## config.mk

```make
export PLATFORM = sky130hd
export DESIGN_NAME = mem_ctrl
export DESIGN_NICKNAME = d
export VERILOG_FILES = /design/src/rtl/mem_ctrl.sv
export SDC_FILE = /design/constraint.sdc
export NUM_CORES = 1
export LEC_CHECK = 0
export CORE_UTILIZATION = 30
export CTS_CLUSTER_DIAMETER = 40
export DETAILED_ROUTE_END_ITERATION = 6
export GPL_TIMING_DRIVEN = 1
export PLACE_DENSITY = 0.65
export SETUP_SLACK_MARGIN = 0.15
export SLEW_MARGIN = 5
export SYNTH_ARGS = -nofsm -noshare
export SYNTH_HDL_FRONTEND = slang
export SYNTH_SLANG_ARGS = --single-unit
```

## constraint.sdc

```tcl
create_clock -name clk_in -period 2.4 [get_ports clk_in]
set_input_delay 0.72 -clock clk_in [delete_from_list [all_inputs] [get_ports clk_in]]
set_output_delay 0.72 -clock clk_in [all_outputs]
set_load 0.01 [all_outputs]
```

## src/rtl/mem_ctrl.sv

```systemverilog
// mem_ctrl: sequencer for a byte-wide single-port RAM shared by the instruction
// fetch path and the load/store buffer.
// - A fetch is serviced as four byte reads, assembled little-endian into a word.
// - LSB requests move one byte each and win arbitration over fetches.
// - RAM read data arrives one cycle after its address, so every read is
//   captured one cycle after the address was presented.
module mem_ctrl #(
  parameter int unsigned       ADDR_W  = 32,
  parameter logic [ADDR_W-1:0] IO_BASE = ADDR_W'(32'h0003_0000)
) (
  input  logic              clk_in,
  input  logic              rst_in,
  input  logic              rdy_in,
  input  logic              _clear,
  input  logic              _if_mem_ready,
  input  logic [ADDR_W-1:0] _if_addr,
  output logic              _mem_if_ready,
  output logic [31:0]       _mem_if_data,
  input  logic              _lsb_mem_ready,
  input  logic              _r_nw_in,
  input  logic [ADDR_W-1:0] _addr,
  input  logic [7:0]        _data_in,
  output logic              _mem_lsb_ready,
  output logic [7:0]        _data_out,
  input  logic [7:0]        mem_din,
  output logic [7:0]        mem_dout,
  output logic [ADDR_W-1:0] mem_a,
  output logic              mem_wr,
  input  logic              io_buffer_full
);

  typedef enum logic [2:0] {
    S_IDLE    = 3'd0,
    S_IF_RD   = 3'd1,
    S_IF_TAIL = 3'd2,
    S_LS_RD   = 3'd3,
    S_LS_WAIT = 3'd4,
    S_LS_WR   = 3'd5,
    S_DONE    = 3'd6
  } state_e;

  localparam logic [ADDR_W-1:0] ADDR_ONE = {{(ADDR_W-1){1'b0}}, 1'b1};

  state_e            state_q, state_d;
  logic [1:0]        cnt_q, cnt_d;
  logic [23:0]       bytes_q, bytes_d;      // fetch bytes 0..2, byte 3 goes straight out
  logic [ADDR_W-1:0] mem_a_q, mem_a_d;
  logic [7:0]        mem_dout_q, mem_dout_d;
  logic              mem_wr_q, mem_wr_d;
  logic              if_ready_q, if_ready_d;
  logic [31:0]       if_data_q, if_data_d;
  logic              lsb_ready_q, lsb_ready_d;
  logic [7:0]        data_out_q, data_out_d;
  logic              io_blocked_s;
  logic              lsb_accept_s;

  // A store into I/O space is held off while the I/O sink is full
  assign io_blocked_s = ~_r_nw_in & (_addr >= IO_BASE) & io_buffer_full;
  assign lsb_accept_s = _lsb_mem_ready & ~io_blocked_s;

  // Next-state and next-output logic; outputs are computed one edge ahead and registered
  always_comb begin
    state_d     = state_q;
    cnt_d       = cnt_q;
    bytes_d     = bytes_q;
    mem_a_d     = mem_a_q;
    mem_dout_d  = mem_dout_q;
    mem_wr_d    = 1'b0;
    if_ready_d  = 1'b0;
    if_data_d   = if_data_q;
    lsb_ready_d = 1'b0;
    data_out_d  = data_out_q;

    if (!rdy_in) begin
      // Paused: everything holds so the current cycle replays on resume.
      // The RAM port is assumed stalled by the same rdy, so its read data still lines up.
      mem_wr_d    = mem_wr_q;
      if_ready_d  = if_ready_q;
      lsb_ready_d = lsb_ready_q;
    end else begin
      case (state_q)
        S_IDLE: begin
          if (_clear) begin
            state_d = S_IDLE;
          end else if (lsb_accept_s) begin
            mem_a_d = _addr;
            if (_r_nw_in) begin
              state_d = S_LS_RD;
            end else begin
              state_d    = S_LS_WR;
              mem_dout_d = _data_in;
              mem_wr_d   = 1'b1;
            end
          end else if (_if_mem_ready) begin
            state_d = S_IF_RD;
            cnt_d   = 2'd0;
            mem_a_d = _if_addr;
          end else begin
            state_d = S_IDLE;
          end
        end

        S_IF_RD: begin
          if (_clear) begin
            state_d = S_IDLE;
            cnt_d   = 2'd0;
          end else begin
            // Data on mem_din belongs to the previous cycle's address (byte cnt-1)
            case (cnt_q)
              2'd1:    bytes_d[7:0]   = mem_din;
              2'd2:    bytes_d[15:8]  = mem_din;
              2'd3:    bytes_d[23:16] = mem_din;
              default: bytes_d        = bytes_q;
            endcase
            if (cnt_q == 2'd3) begin
              state_d = S_IF_TAIL;
            end else begin
              cnt_d   = cnt_q + 2'd1;
              mem_a_d = mem_a_q + ADDR_ONE;
            end
          end
        end

        S_IF_TAIL: begin
          cnt_d = 2'd0;
          if (_clear) begin
            state_d = S_IDLE;
          end else begin
            state_d    = S_DONE;
            if_ready_d = 1'b1;
            if_data_d  = {mem_din, bytes_q};
          end
        end

        S_LS_RD: begin
          if (_clear) begin
            state_d = S_IDLE;
          end else begin
            state_d = S_LS_WAIT;
          end
        end

        S_LS_WAIT: begin
          if (_clear) begin
            state_d = S_IDLE;
          end else begin
            state_d     = S_DONE;
            lsb_ready_d = 1'b1;
            data_out_d  = mem_din;
          end
        end

        S_LS_WR: begin
          // Stores are committed: a flush does not cancel the acknowledge
          state_d     = S_DONE;
          lsb_ready_d = 1'b1;
        end

        S_DONE: begin
          // Requests are not sampled here so a requester that drops after the pulse is not re-served
          state_d = S_IDLE;
        end

        default: begin
          state_d = S_IDLE;
          cnt_d   = 2'd0;
        end
      endcase
    end
  end

  // State and output registers
  always_ff @(posedge clk_in or negedge rst_in) begin
    if (!rst_in) begin
      state_q     <= S_IDLE;
      cnt_q       <= 2'd0;
      bytes_q     <= 24'd0;
      mem_a_q     <= '0;
      mem_dout_q  <= 8'd0;
      mem_wr_q    <= 1'b0;
      if_ready_q  <= 1'b0;
      if_data_q   <= 32'd0;
      lsb_ready_q <= 1'b0;
      data_out_q  <= 8'd0;
    end else begin
      state_q     <= state_d;
      cnt_q       <= cnt_d;
      bytes_q     <= bytes_d;
      mem_a_q     <= mem_a_d;
      mem_dout_q  <= mem_dout_d;
      mem_wr_q    <= mem_wr_d;
      if_ready_q  <= if_ready_d;
      if_data_q   <= if_data_d;
      lsb_ready_q <= lsb_ready_d;
      data_out_q  <= data_out_d;
    end
  end

  assign mem_a          = mem_a_q;
  assign mem_dout       = mem_dout_q;
  // A paused write must not reach the RAM in the paused cycle itself
  assign mem_wr         = mem_wr_q & rdy_in;
  assign _mem_if_ready  = if_ready_q;
  assign _mem_if_data   = if_data_q;
  assign _mem_lsb_ready = lsb_ready_q;
  assign _data_out      = data_out_q;

endmodule

```

Word-level counts from Yosys, hierarchy flattened
Cells that the tools add are included.
W data, S select, Z words.
{"block": "classes", "n_mux": 28, "eq_ne": 17, "magnitude_cmp": 1, "n_reduce_logical": 13, "add_sub_neg": 2, "n_bitwise": 8}
{"op": "$mux W32", "n": 5}
{"op": "$pmux W32 S2", "n": 1}
{"op": "$add A32 B1 Y32 const B", "n": 1}
{"op": "$ge A32 B18 Y1 const B", "n": 1}
{"op": "$mux W3", "n": 7}
{"op": "$pmux W3 S5", "n": 1}
{"op": "$reduce_and A4 Y1", "n": 3}
{"op": "$reduce_and A6 Y1", "n": 2}
{"op": "$mux W2", "n": 5}
{"op": "$ne A2 B2 Y1 const B", "n": 5}
{"op": "$eq A3 B3 Y1 const B", "n": 3}
{"op": "$ne A3 B3 Y1 const B", "n": 3}
{"op": "$mux W1", "n": 7}
{"op": "$eq A3 B2 Y1 const B", "n": 2}
{"op": "$pmux W2 S3", "n": 1}
{"op": "$reduce_and A3 Y1", "n": 2}
{"op": "$reduce_and A5 Y1", "n": 1}
{"op": "$and A1 B1 Y1", "n": 4}
{"op": "$eq A2 B2 Y1 const B", "n": 2}
{"op": "$not A1 Y1", "n": 4}
{"op": "$reduce_or A4 Y1", "n": 1}
{"op": "$eq A3 B1 Y1 const B", "n": 1}
{"op": "$logic_not A3 Y1", "n": 1}
{"op": "$add A2 B1 Y2 const B", "n": 1}
{"op": "other kinds (5)", "n": 5}
{"block": "word_totals", "register_bits": 112, "in_bits": 88}

Longest topological paths before layout
Gate-level depths: netlist (run 1).
{"block": "depth", "ltp_word": 8, "depth_mapped": 8}

Worst setup path before layout (run 1)
Ideal clock, no wire load.
{"block": "synth_timing", "kind": "input port to flip-flop", "start": "input _addr[29]", "end": "register mem_a_q[0] (netlist: mem_a[0])", "slack_ns": -0.270, "arrival_ns": 2.537, "setup_time_ns": 0.134, "n_path_buf": 2, "required_time_ns": 2.266, "stages": 7, "path_cell_list": "or4_4 or4_4 a21o_1 buf_6 buf_2 a211oi_1 o32ai_1"}
{"block": "synth_between", "elab_chain_cells": 8, "word_cells_on_any_way": 10, "cone_classes": "order compare: 1; eq/ne: 1; mux: 3; bitwise: 4; reduce/logical: 1"}
{"element": "start: declaration", "line": "21", "rtl": "input logic [ADDR_W-1:0] _addr,"}
{"element": "$ge A32 B18 Y1 (*)", "line": "58", "rtl": "assign io_blocked_s = ~_r_nw_in & (_addr >= IO_BASE) & io_buffer_full;"}
{"element": "$and A1 B1 Y1 (*) (2 in a row)", "line": "58"}
{"element": "$not A1 Y1 (*)", "line": "59", "rtl": "assign lsb_accept_s = _lsb_mem_ready & ~io_blocked_s;"}
{"element": "$and A1 B1 Y1 (*)", "line": "59"}
{"element": "$mux W32", "line": "85", "rtl": "end else if (lsb_accept_s) begin"}
{"element": "$mux W32", "line": "83", "rtl": "if (_clear) begin"}
{"element": "$pmux W32 S2", "line": "81", "rtl": "case (state_q)"}
{"element": "end signal: assignment", "line": "189", "rtl": "mem_a_q <= mem_a_d;"}
{"element": "end: declaration", "line": "47", "rtl": "logic [ADDR_W-1:0] mem_a_q, mem_a_d;"}
Mark *: on every way between the ends. The rest lies on a longest branch, timed or not. The select of a mux whose other input is x is not followed.
A chain may end at the register's enable or synchronous reset.

Worst setup path after layout (run 1)
{"block": "layout_timing", "start": "input _addr[22]", "end": "register mem_a_q[20] (netlist: mem_a[20])"}
Same word-level chain as after synthesis.

==> results.cfg, run 1 <==
[run_status]
outcome = finished with violations
violations = negative setup slack

[place]
detailed_place_hpwl_um = 13700
place_worst_setup_slack_ns = -0.873
globalplace.congestion = 0.965
place_inst = 950
placed_cell_area_mm2 = 0.00817
place.port_buffers = 170

[timing]
max-slew-margin-rel = 0.551
tightestPinTransition_ns = 0.670
rsz_0062_raised_after_global_routing = true
clock.fmax_ghz = 0.391
clock-skew-final_ns = 0.00991
post_route_fraction_of_the_period_consumed_by_the_critical_path = 1.07
finalWorstPathRequiredPeriod_ns = 2.56
final.setup.worst_slack_ns = -0.157
max_slew_violations = 0
hold_vio_cnt_final = 0
setup-violations-final = 34

[yosys]
mapped_cell_area_mm2 = 0.00571
register_bit_count_reported_by_yosys = 112
netlist-cell-type-count = 60
synthArstFlopShare = 1.00
syn-instance-count = 521
post_synth_net_total = 613
most_used_dff_post_synth = sky130_fd_sc_hd__dfrtp_1
ys_seq_area_frac = 0.491
synthesis.yosys.warnings = 0
synth_edf_count = 0
post_synth.cell_area_avg_um2 = 11.0

[power_and_ir_drop]
powerDensity_mw_per_mm2 = 986
design_power_total_mw = 8.73
cellLeakagePower_nw = 3.87
ir_worst_vdd_mv = 0.851

[die]
design.core.area_mm2 = 0.0187
floorplan.initialDensity = 0.305
placementRows = 50
io_pins = 171
die_height_um = 140
die_width_um = 140
die-area_mm2 = 0.0196

[worst_setup_path]
critPathLaunchType = input port
cpPeakStageDelay_ns = 0.59
cell_by_cell_listing_of_the_critical_path = buf_6, or4_4, or4_4, a21o_4, buf_12, or3_4, a32oi_1
crit_path_max_fanout = 5
cpMostUsedCell = sky130_fd_sc_hd__or4_4
critPathBufInv = 2
timing.critical_path.slowest_stage_cell = sky130_fd_sc_hd__or4_4
worstSetupPathType = input port to flip-flop
critical_path_depth = 7
critical-path-top-delay-family = simple AND/OR/NAND/NOR gates
required_ns = 2.68
crit_arrival_ns = 2.84
reg2regPathDepth = 5
worstSetupEndpointType = flip-flop

[worst_hold_path]
min_path_type = input port to async pin

[layout]
num-fill-cells = 1693
ff_latch_area_mm2 = 0.00280
layout.cells.non_filler = 982
number_of_antenna_repair_diodes = 0
area_delta_synth_final_pct = 55.1
nets = 835
mostFrequentLayoutCell = sky130_fd_sc_hd__clkdlybuf4s50_1
finish.utilization = 0.474
area_of_the_multi_input_gates_mm2 = 0.00293
layout_common_cells = sky130_fd_sc_hd__clkdlybuf4s50_1, sky130_fd_sc_hd__dfrtp_1, sky130_fd_sc_hd__mux2_2
share_of_cells_above_drive_strength_1 = 0.279
design_area_mm2 = 0.00886

[grt]
gr-usage-all-layers = 0.198
number_of_antenna_violations_at_the_first_check_in_global_routing = 1
number_of_global_route_vias_before_repair = 5378
globalRoute.totalOverflow = 0
wire_length_of_the_first_global_routing_pass_um = 30000
grt_max_degree = 41

[clock_network]
ctsLongestPathBuffers = 2
clk_root_buffer_cell = sky130_fd_sc_hd__clkbuf_16
clk_latency_ns = 0.36
tritoncts = yes
cts_buffers = 9
tritoncts_num_sinks = 112
h_tree_lvls = 3
clk_transition_reported_paths_ns = 0.08

[drt]
avgViaCountPerCell = 5.40
iteration_count_of_the_initial_detailed_routing_pass = 7
final_routed_wirelength_across_all_metal_layers_um = 19600
ant_nets = 0
total_vias_in_the_final_route = 5302
wire_per_inst_um = 20.0
detailedRoute.firstIterationViolations = 359
drcViolationCount = 0

[flow_run]
cap_viol_max_count = 0
[final timing paths]
| kind | startpoint | to | slack [ns] |
|---|---|---|---|
| min in group clk_in | bytes_q[4] | _mem_if_data[4] | 0.50 |
| max | _addr[22] | mem_a[20] | -0.16 |
| max reg2reg | mem_a[4] | mem_a[20] | 0.14 |
| max in group asynchronous | rst_in | _mem_if_data[18] | 1.45 |
| min reg2reg | bytes_q[4] | _mem_if_data[4] | 0.50 |
| min | rst_in | mem_a[23] | 0.35 |
[routing by layer]
layer | part of all wire | GRT usage | up-vias
met5 | 0.00066 | 0 | -
met2 | 0.49 | 0.337 | 276
met1 | 0.40 | 0.244 | 2586
met4 | 0.016 | 0.0532 | 2
met3 | 0.093 | 0.0568 | 26
li1 | - | - | 2412
[metrics by stage]
step           setup TNS (ns)  hold slack [ns]
5_1_grt                 -3.95            0.394
3_3_place_gp           -36.13            0.484
6_report                -2.83            0.353
4_1_cts                 -1.45            0.374
3_5_place_dp           -38.50            0.490
2_1_floorplan           -9.04            0.424
[power breakdown]
| group | total [mW] | internal, mW | switching, mW |
|---|---|---|---|
| clock network | 1.63 | 0.869 | 0.763 |
| registers | 3.22 | 2.57 | 0.659 |
| logic | 3.87 | 2.18 | 1.69 |
| total | 8.73 | 5.62 | 3.11 |
[flip-flops by register name, indices dropped and copies added, names as in the netlist]
name and count:
bytes_q 24, mem_wr_q 1, _data_out 8, _mem_if_data 32, _mem_lsb_ready 1, mem_dout 8, cnt_q 2, _mem_if_ready 1
mem_a 32, state_q 3
[worst reg2reg max path, delay by kind of cell (launching register included)]
family | cells | cell delay [ns]
AOI/OAI and AO/OA | 2 | 0.31
DFF | 1 | 0.42
and+or+nand+nor | 3 | 1.40
[Yosys cell counts, drive strengths merged (7+ instances only)]
library cell,number,area (um^2)
nor2,24,92.6
nand2,33,124
buf,8,46.3
nand3,17,85.1
nand4,11,75.1
nor3,12,60.1
mux2,73,822
a221oi,8,70.1
or4,8,71.3
clkbuf,24,90.1
or3,7,43.8
mux2i,27,270
dfrtp,112,2800
o31ai,8,60.1
a21oi,21,116
a211oi,12,90.1
o21ai,22,110
inv,14,52.6
and3,11,68.8
[repair_timing]
action | 4_1_cts | 5_1_grt
setup buffers | 8 | 3
gates cloned | 4 | 1
hold buffers | 0 | 0
pin swaps | 19 | 22
gates resized for setup | 67 | 31
setup endpoints to repair | 46 | 46
[layout make-up]
cell class                      count  area share
Clock buffer                       10      0.0270
Clock inverter                      6     0.00918
Inverter                           14     0.00593
Multi-Input combinational cell    364       0.331
Sequential cell                   112       0.316
Tap cell                          234      0.0330
Timing Repair Buffer              242       0.278
[kinds of logic (layout without fill, tap and decap cells)]
kind of cell | Yosys count | after routing | share of synthesized area
fa+ha+maj | 4 | 4 | 0.00876
simple gates | 145 | 146 | 0.136
mux | 100 | 100 | 0.191
flops | 112 | 112 | 0.491
buf+inv | 46 | 272 | 0.0331
compound gates | 114 | 114 | 0.141
No activity file was read; power rests on OpenSTA's default activity.
==> run 2: changes to the inputs <==
Settings changed: CORE_ASPECT_RATIO set to 0.7, SETUP_SLACK_MARGIN 0.15 to not set, SLEW_MARGIN 5 to not set.
==> results.cfg, run 2 (synthesis results as in run 1) <==
[run_status]
outcome = finished with violations
violations = negative setup slack

[timing]
clock.fmax_ghz = 0.386
post_route_fraction_of_the_period_consumed_by_the_critical_path = 1.08
tightestPinTransition_ns = 0.524
hold_vio_cnt_final = 0
final.setup.tns_ns = -3.90
setup-violations-final = 41
rsz_0062_raised_after_global_routing = true
max-slew-margin-rel = 0.647
finalWorstPathRequiredPeriod_ns = 2.59
clock-skew-final_ns = 0.0113
final.setup.worst_slack_ns = -0.193
max_slew_violations = 0

[grt]
top_usage_layer = met2
met3_usage = 0.0555
number_of_global_route_vias_before_repair = 5340
gr-usage-all-layers = 0.201
wire_length_of_the_first_global_routing_pass_um = 30500
number_of_antenna_violations_at_the_first_check_in_global_routing = 0
grt_max_degree = 51
globalRoute.totalOverflow = 0
global_route.usage.met2 = 0.303
grtUsageMet1 = 0.284

[clock_network]
tritoncts = yes
cts.hold.buffers_added = 0
h_tree_lvls = 3
clk_latency_ns = 0.36
clk_root_buffer_cell = sky130_fd_sc_hd__clkbuf_16
ctsLongestPathBuffers = 2
cts_buffers = 9
tritoncts_num_sinks = 112
clk_transition_reported_paths_ns = 0.08

[drt]
final_routed_wirelength_across_all_metal_layers_um = 19800
drcViolationCount = 0
total_vias_in_the_final_route = 5318
detailedRoute.firstIterationViolations = 344
wire_per_inst_um = 19.9
ant_nets = 0
avgViaCountPerCell = 5.34
iteration_count_of_the_initial_detailed_routing_pass = 5

[worst_setup_path]
worstSetupEndpointType = flip-flop
crit_arrival_ns = 2.84
worstSetupPathType = input port to flip-flop
reg2regPathDepth = 10
worstReg2RegEnd = mem_a[29]
critPathLaunchType = input port
critical-path-top-delay-family = simple AND/OR/NAND/NOR gates
reg2reg_slack_ns = 0.12
critPathBufInv = 5
r2r_start = cnt_q[0]
cpPeakStageDelay_ns = 0.57
crit_path_max_fanout = 5
required_ns = 2.65
timing.critical_path.slowest_stage_cell = sky130_fd_sc_hd__or4_4
cell_by_cell_listing_of_the_critical_path = buf_2, or4_4, or4_4, buf_6, a21oi_4, buf_6, buf_12, buf_16, nor2_1, a311oi_1

[die]
placementRows = 41
floorplan.initialDensity = 0.312
die_width_um = 167
die_height_um = 117
io_pins = 171
design.core.area_mm2 = 0.0183
die-area_mm2 = 0.0196

[power_and_ir_drop]
design_power_total_mw = 8.82
cellLeakagePower_nw = 3.92
powerDensity_mw_per_mm2 = 976
ir_worst_vdd_mv = 0.392

[place]
place_worst_setup_slack_ns = -0.834
placed_cell_area_mm2 = 0.00815
place.port_buffers = 170
globalplace.congestion = 0.882
detailed_place_hpwl_um = 13900

[layout]
area_delta_synth_final_pct = 58.2
design_area_mm2 = 0.00904
mostFrequentLayoutCell = sky130_fd_sc_hd__clkdlybuf4s50_1
layout_common_cells = sky130_fd_sc_hd__clkdlybuf4s50_1, sky130_fd_sc_hd__dfrtp_1, sky130_fd_sc_hd__mux2_2
share_of_cells_above_drive_strength_1 = 0.320
nets = 846
number_of_antenna_repair_diodes = 0

[worst_hold_path]
min_path_type = input port to async pin

[flow_run]
cap_viol_max_count = 0
## run 2: power by group
part,switching [mW],leakage (nW),internal (mW)
Clock,0.726,0.156,0.856
Combinational,1.79,2.33,2.23
Sequential,0.650,1.43,2.57
## run 2: repair_timing
item	CTS	global route
pin swaps	26	19
gates cloned	6	0
buffers inserted	16	5
endpoints found under the setup margin	46	46
gates resized for setup	97	37
## run 2: area by class of cell
type / count / area (um^2)
Timing Repair Buffer: 253 / 2510
Tap cell: 236 / 295
Fill cell: 1602 / 9280
Multi-Input combinational cell: 364 / 3060
Inverter: 14 / 52.6
Clock buffer: 10 / 239
Clock inverter: 6 / 75.1
Sequential cell: 112 / 2800
## run 2: stage by stage
stage,utilization,hold slack (ns),std cells
floorplan,-,0.424,521
global placement,0.445,0.482,955
finish,0.493,0.304,995
CTS,0.486,0.317,993
global route,0.493,0.320,995
detailed placement,0.445,0.488,955
## run 2: how the worst max path moves through the flow
stage / from / endpoint / slack, ns / cells after the start
finish: _addr[25] / mem_a[29] / -0.19 / 10
global route: _addr[27] / mem_a[19] / -0.20 / 10
CTS: _addr[21] / mem_a[19] / -0.18 / 10
detailed placement: _addr[22] / mem_a[11] / -0.83 / 7
global placement: _addr[22] / mem_a[14] / -0.83 / 7
floorplan: _addr[22] / mem_a[18] / -0.25 / 6
## run 2: layer usage
layer / vias up / share of wire
met2: 191 / 0.45
met3: 20 / 0.080
li1: 2442 / -
met5: - / 0
met4: 0 / 0.011
met1: 2665 / 0.46
## run 2: worst reg2reg max path, cell delays in order, from the launching register on
cell,delay [ns]
sky130_fd_sc_hd__dfrtp_1,0.42
sky130_fd_sc_hd__ha_1,0.29
sky130_fd_sc_hd__nand2_1,0.09
sky130_fd_sc_hd__or4bb_1,0.44
sky130_fd_sc_hd__buf_4,0.17
sky130_fd_sc_hd__a21oi_4,0.18
sky130_fd_sc_hd__buf_6,0.14
sky130_fd_sc_hd__buf_12,0.11
sky130_fd_sc_hd__buf_16,0.11
sky130_fd_sc_hd__nor2_1,0.04
sky130_fd_sc_hd__a311oi_1,0.21
==> run 3: changes to the inputs <==
Settings changed: SLEW_MARGIN set to 30.
==> results of run 3 <==
Final layout, timing and power as in run 2 (identical DEF).
